### config.mk
export PLATFORM = sky130hd
export DESIGN_NAME = lcd_bus_driver
export DESIGN_NICKNAME = d
export VERILOG_FILES = /design/src/rtl/lcd_bus_driver.sv
export SDC_FILE = /design/constraint.sdc
export NUM_CORES = 1
export LEC_CHECK = 0
export ABC_AREA = 1
export CORE_MARGIN = 5
export CORE_UTILIZATION = 30
export DETAILED_ROUTE_END_ITERATION = 10
export SYNTH_ARGS = -nofsm -noshare
export SYNTH_HDL_FRONTEND = slang
export SYNTH_SLANG_ARGS = --single-unit
### constraint.sdc
create_clock -name clk -period 1.93 [get_ports clk]
set_clock_uncertainty 0.2 [all_clocks]
set_input_delay 0.2895 -clock clk [delete_from_list [all_inputs] [get_ports clk]]
set_output_delay 0.2895 -clock clk [all_outputs]
set_load 0.02 [all_outputs]
### src/rtl/lcd_bus_driver.sv
// HD44780-style character-LCD bus timing engine.
// Takes one byte plus RS per accepted start. It drives the LCD bus with setup,
// enable-pulse, hold and execution-wait phases, then pulses LCD_DONE for one
// cycle so the upstream sequencer can advance.
module lcd_bus_driver #(
  parameter int T_SETUP      = 4,
  parameter int T_EN         = 16,
  parameter int T_HOLD       = 4,
  parameter int T_EXEC_SHORT = 2500,
  parameter int T_EXEC_LONG  = 82000,
  parameter int CNT_W        = 18
) (
  input  logic       clk,
  input  logic       reset,
  input  logic       start,
  input  logic [7:0] iDATA,
  input  logic       iRS,
  output logic       busy,
  output logic       LCD_DONE,
  output logic [7:0] LCD_DATA,
  output logic       LCD_RS,
  output logic       LCD_RW,
  output logic       LCD_EN,
  output logic       LCD_ON
);

  localparam logic [2:0] IDLE    = 3'd0;
  localparam logic [2:0] SETUP   = 3'd1;
  localparam logic [2:0] EN_HIGH = 3'd2;
  localparam logic [2:0] HOLD    = 3'd3;
  localparam logic [2:0] EXEC    = 3'd4;

  // Longest phase decides how wide the shared phase counter must be.
  localparam longint T_MAX_A = (T_SETUP > T_EN) ? T_SETUP : T_EN;
  localparam longint T_MAX_B = (T_HOLD > T_EXEC_SHORT) ? T_HOLD : T_EXEC_SHORT;
  localparam longint T_MAX_C = (T_MAX_A > T_MAX_B) ? T_MAX_A : T_MAX_B;
  localparam longint T_MAX   = (T_MAX_C > T_EXEC_LONG) ? T_MAX_C : T_EXEC_LONG;

  generate
    if (T_SETUP < 1 || T_EN < 1 || T_HOLD < 1 || T_EXEC_SHORT < 1 || T_EXEC_LONG < 1) begin : gBadTiming
      $error("lcd_bus_driver: every phase length must be at least 1 cycle");
    end
    if (CNT_W < 1 || CNT_W > 62 || (T_MAX - 1) >= (64'sd1 <<< CNT_W)) begin : gCntTooSmall
      $error("lcd_bus_driver: CNT_W cannot hold the longest phase count");
    end
  endgenerate

  // Terminal count of each phase; a phase ends when the counter reaches it.
  localparam logic [CNT_W-1:0] SETUP_LAST = CNT_W'(T_SETUP - 1);
  localparam logic [CNT_W-1:0] EN_LAST    = CNT_W'(T_EN - 1);
  localparam logic [CNT_W-1:0] HOLD_LAST  = CNT_W'(T_HOLD - 1);
  localparam logic [CNT_W-1:0] SHORT_LAST = CNT_W'(T_EXEC_SHORT - 1);
  localparam logic [CNT_W-1:0] LONG_LAST  = CNT_W'(T_EXEC_LONG - 1);

  logic [2:0]       state;
  logic [CNT_W-1:0] cnt;
  logic [CNT_W-1:0] phaseLast;
  logic             phaseEnd;
  logic             execLong;
  logic             isSlowCmd;

  // Clear (0x01) and return-home (0x02/0x03) need the long execution wait.
  assign isSlowCmd = !iRS && (iDATA[7:2] == 6'd0) && (iDATA != 8'd0);

  // Select the terminal count for the current phase.
  always_comb begin
    phaseLast = '0;
    case (state)
      SETUP:   phaseLast = SETUP_LAST;
      EN_HIGH: phaseLast = EN_LAST;
      HOLD:    phaseLast = HOLD_LAST;
      EXEC:    phaseLast = execLong ? LONG_LAST : SHORT_LAST;
      default: phaseLast = '0;
    endcase
  end

  assign phaseEnd = (cnt == phaseLast);

  // Transfer sequencer: phase walk, bus outputs and completion pulse.
  always_ff @(posedge clk) begin
    if (reset) begin
      state    <= IDLE;
      cnt      <= '0;
      execLong <= 1'b0;
      busy     <= 1'b0;
      LCD_DONE <= 1'b0;
      LCD_DATA <= 8'd0;
      LCD_RS   <= 1'b0;
      LCD_RW   <= 1'b0;
      LCD_EN   <= 1'b0;
      LCD_ON   <= 1'b1;
    end else begin
      LCD_DONE <= 1'b0;
      // The counter restarts on every phase change and is held at 0 in IDLE.
      cnt <= (state == IDLE || phaseEnd) ? '0 : cnt + 1'b1;
      case (state)
        IDLE: begin
          if (start) begin
            LCD_DATA <= iDATA;
            LCD_RS   <= iRS;
            execLong <= isSlowCmd;
            busy     <= 1'b1;
            state    <= SETUP;
          end
        end
        SETUP: begin
          if (phaseEnd) begin
            LCD_EN <= 1'b1;
            state  <= EN_HIGH;
          end
        end
        EN_HIGH: begin
          if (phaseEnd) begin
            LCD_EN <= 1'b0;
            state  <= HOLD;
          end
        end
        HOLD: begin
          if (phaseEnd) state <= EXEC;
        end
        EXEC: begin
          if (phaseEnd) begin
            busy     <= 1'b0;
            LCD_DONE <= 1'b1;
            state    <= IDLE;
          end
        end
        default: begin
          busy   <= 1'b0;
          LCD_EN <= 1'b0;
          state  <= IDLE;
        end
      endcase
    end
  end

endmodule

==> impl_metrics.tcl <==
set metrics [dict create \
    status "complete, no violations" \
    grt_pass1_wl_um 6400 \
    place_congestion 0.799 \
    grt_setup_unrepaired "false" \
    synth.most_common_cell "nor2_1" \
    ios 26 \
    rows 27 \
    powerDensity_mw_per_mm2 1060 \
    synth.net_count 260 \
    clock-sinks 34 \
    grt_util_all_layers_pct 10.7 \
    h-tree-depth 2 \
    grt_pass1_vias 1437 \
    yosysSeqAreaShare_pct 39.0 \
    cts_buffers 5 \
    drv_cap 0 \
    antennaDiodeCount 0 \
    ir_drop_mv 0.505 \
    slew_viol_final 0 \
    insertion_delay_ns 0.29 \
    dpl.hpwl_um 2860 \
    seqCellArea_um2 686 \
    fin_crit_sh_pct 94.4 \
    clk_pin_slew_ns 0.07 \
    io_buffers 23 \
    fin_tns_setup_ns 0 \
    netlist_top_cells_area "dfxtp_1 39%, nor2_1 9.9%, nand2_1 9.7%" \
    end_kind "flop" \
    syn_inst 247 \
    cp_max_fo 7 \
    ant_nets 0 \
    nFillCells 579 \
    power_mw 2.33 \
    crit_arrival_ns 1.84 \
    fp.dieH_um 86.3 \
    crit_required_ns 1.95 \
    max_freq_mhz 549 \
    synth_area_leader_cell "dfxtp_1" \
    syn2layout_area_growth_pct 25.7 \
    post_drt_wl_per_cell_um 10.9 \
    synth-main-ff-cell "dfxtp_1" \
    first_pass_iters 4 \
    worstSetupPathType "flop to flop" \
    routed_wl_um 3800 \
    netlist_top_cells_count "46 x nor2_1, 45 x nand2_1, 34 x dfxtp_1" \
    hold_violations 0 \
    drive_above_1_share_pct 15.5 \
    drt_iter0_drc 77 \
    drc 0 \
    min-delay-path-class "flop to flop" \
    synth_edf_count 0 \
    cts_tree "done" \
    coreArea_mm2 0.00557 \
    synth_area_mm2 0.00175 \
    hold_buffers 0 \
    holdWs_ns 0.251 \
    synth_top_cell_area_share_pct 39.0 \
    synth-seq-cells 34 \
    p_leak_nw 0.877 \
    overflow 0 \
    setup_viol 0 \
    cts_root_buf "clkbuf_8" \
    grt_max_degree 19 \
    synth_area_per_cell_um2 7.07 \
    ys_warn_count 0 \
    reg2reg_slack_ns 0.11 \
    cts_buffer_depth 2 \
    startpoint_type "flop" \
    via_per_inst 4.48 \
    synth_async_sr_flop_share_pct 0 \
    layout.nets 290 \
    antenna_found_initial 0 \
    routed-via-count 1564 \
    multiInputGateArea_um2 943 \
    die-area_mm2 0.00744 \
    die_w_um 86.3 \
    finalCriticalPeriod_ns 1.82 \
    yosysUniqueCellTypes 34 \
    start_util_pct 31.3 \
]
==> placed cells by master (no fill, tap or decap), drive strengths merged, types with 5 or more instances in the layout <==
cell type      netlist  layout
or2                  5       5
nand2               51      51
nor3                 6       6
inv                 27      27
o21ai               11      11
xnor2                5       5
nand3               17      18
clkdlybuf4s50        0      23
clkbuf               1       5
nand4                8       8
buf                  7       7
a21oi               10      10
dfxtp               34      34
nor2                52      52
==> registers in the layout, summed over array words and instances, names as in the netlist <==
signal,cells
LCD_DATA,8
execLong,1
LCD_EN,1
LCD_DONE,1
LCD_RS,1
state,3
busy,1
cnt,18
==> critical path, stage by stage, from the launching register on <==
cell and delay, ns:
dfxtp_2 0.36, nor2_4 0.23, nand3_1 0.13, nand2_1 0.08
nand2_1 0.05, nand2_1 0.10, nor2_4 0.05, nand3_4 0.13
nand3_4 0.14, buf_4 0.17, a21oi_1 0.11
==> logic make-up (layout without fill, tap and decap cells) <==
family                   count (synthesis)  after routing  share of synthesized area, %
XOR/XNOR                                 8              8                          4.01
buffers and inverters                   35             64                          8.96
AO/OA/AOI/OAI                           24             24                          7.60
other                                    2              2                         0.430
flip-flops                              34             34                          39.0
AND/OR/NAND/NOR                        143            144                          39.3
adder cells (fa/ha/maj)                  1              1                         0.717
==> report_power, final <==
group | total (mW) | internal [mW] | switching, mW
Sequential | 0.873 | 0.799 | 0.0736
Clock | 0.495 | 0.242 | 0.253
Combinational | 0.962 | 0.378 | 0.584
Total | 2.33 | 1.42 | 0.911
==> layer usage <==
| metal | share of wire (%) | up-vias | routed length, um | GRT usage [%] |
|---|---|---|---|---|
| met2 | 47 | 14 | 1800 | 17.0 |
| met3 | 2.5 | 6 | 97 | 2.76 |
| li1 | - | 844 | - | - |
| met1 | 48 | 700 | 1830 | 13.3 |
| met4 | 1.9 | 0 | 72 | 5.52 |
| met5 | 0 | - | 0 | 0 |
==> worst paths after layout <==
check / startpoint / endpoint / depth (start not counted)
max: state[1] / cnt[12] / 10
min: cnt[0] / cnt[0] / 1
max reg2reg: state[1] / cnt[12] / 10
min reg2reg: cnt[0] / cnt[0] / 1
==> final cells by class <==
cell class / instances / area share [%]
multi-input combinational: 179 / 43.0
sequential: 34 / 31.2
clock inverter: 2 / 0.456
timing repair buffer: 30 / 13.5
clock buffer: 5 / 3.14
tap: 72 / 4.10
inverter: 27 / 4.62
==> timing repair <==
action / CTS / global route
setup buffers: 0 / 2
pin swaps: 0 / 3
endpoints found under the setup margin: 2 / 23
cloned: 0 / 1
resized for setup: 1 / 9
==> through the flow <==
stage,util (%),std cells,setup slack (ns),cell area (um^2)
after global routing,39.4,349,0.00238,2190
after detailed placement,36.7,339,0.0280,2050
after CTS,38.2,346,0.0674,2130
after floorplan,-,247,0.271,1750
after global placement,36.7,339,0.0239,2050
final,39.4,349,0.108,2190
Note: power is estimated with default switching activity, not from simulation.
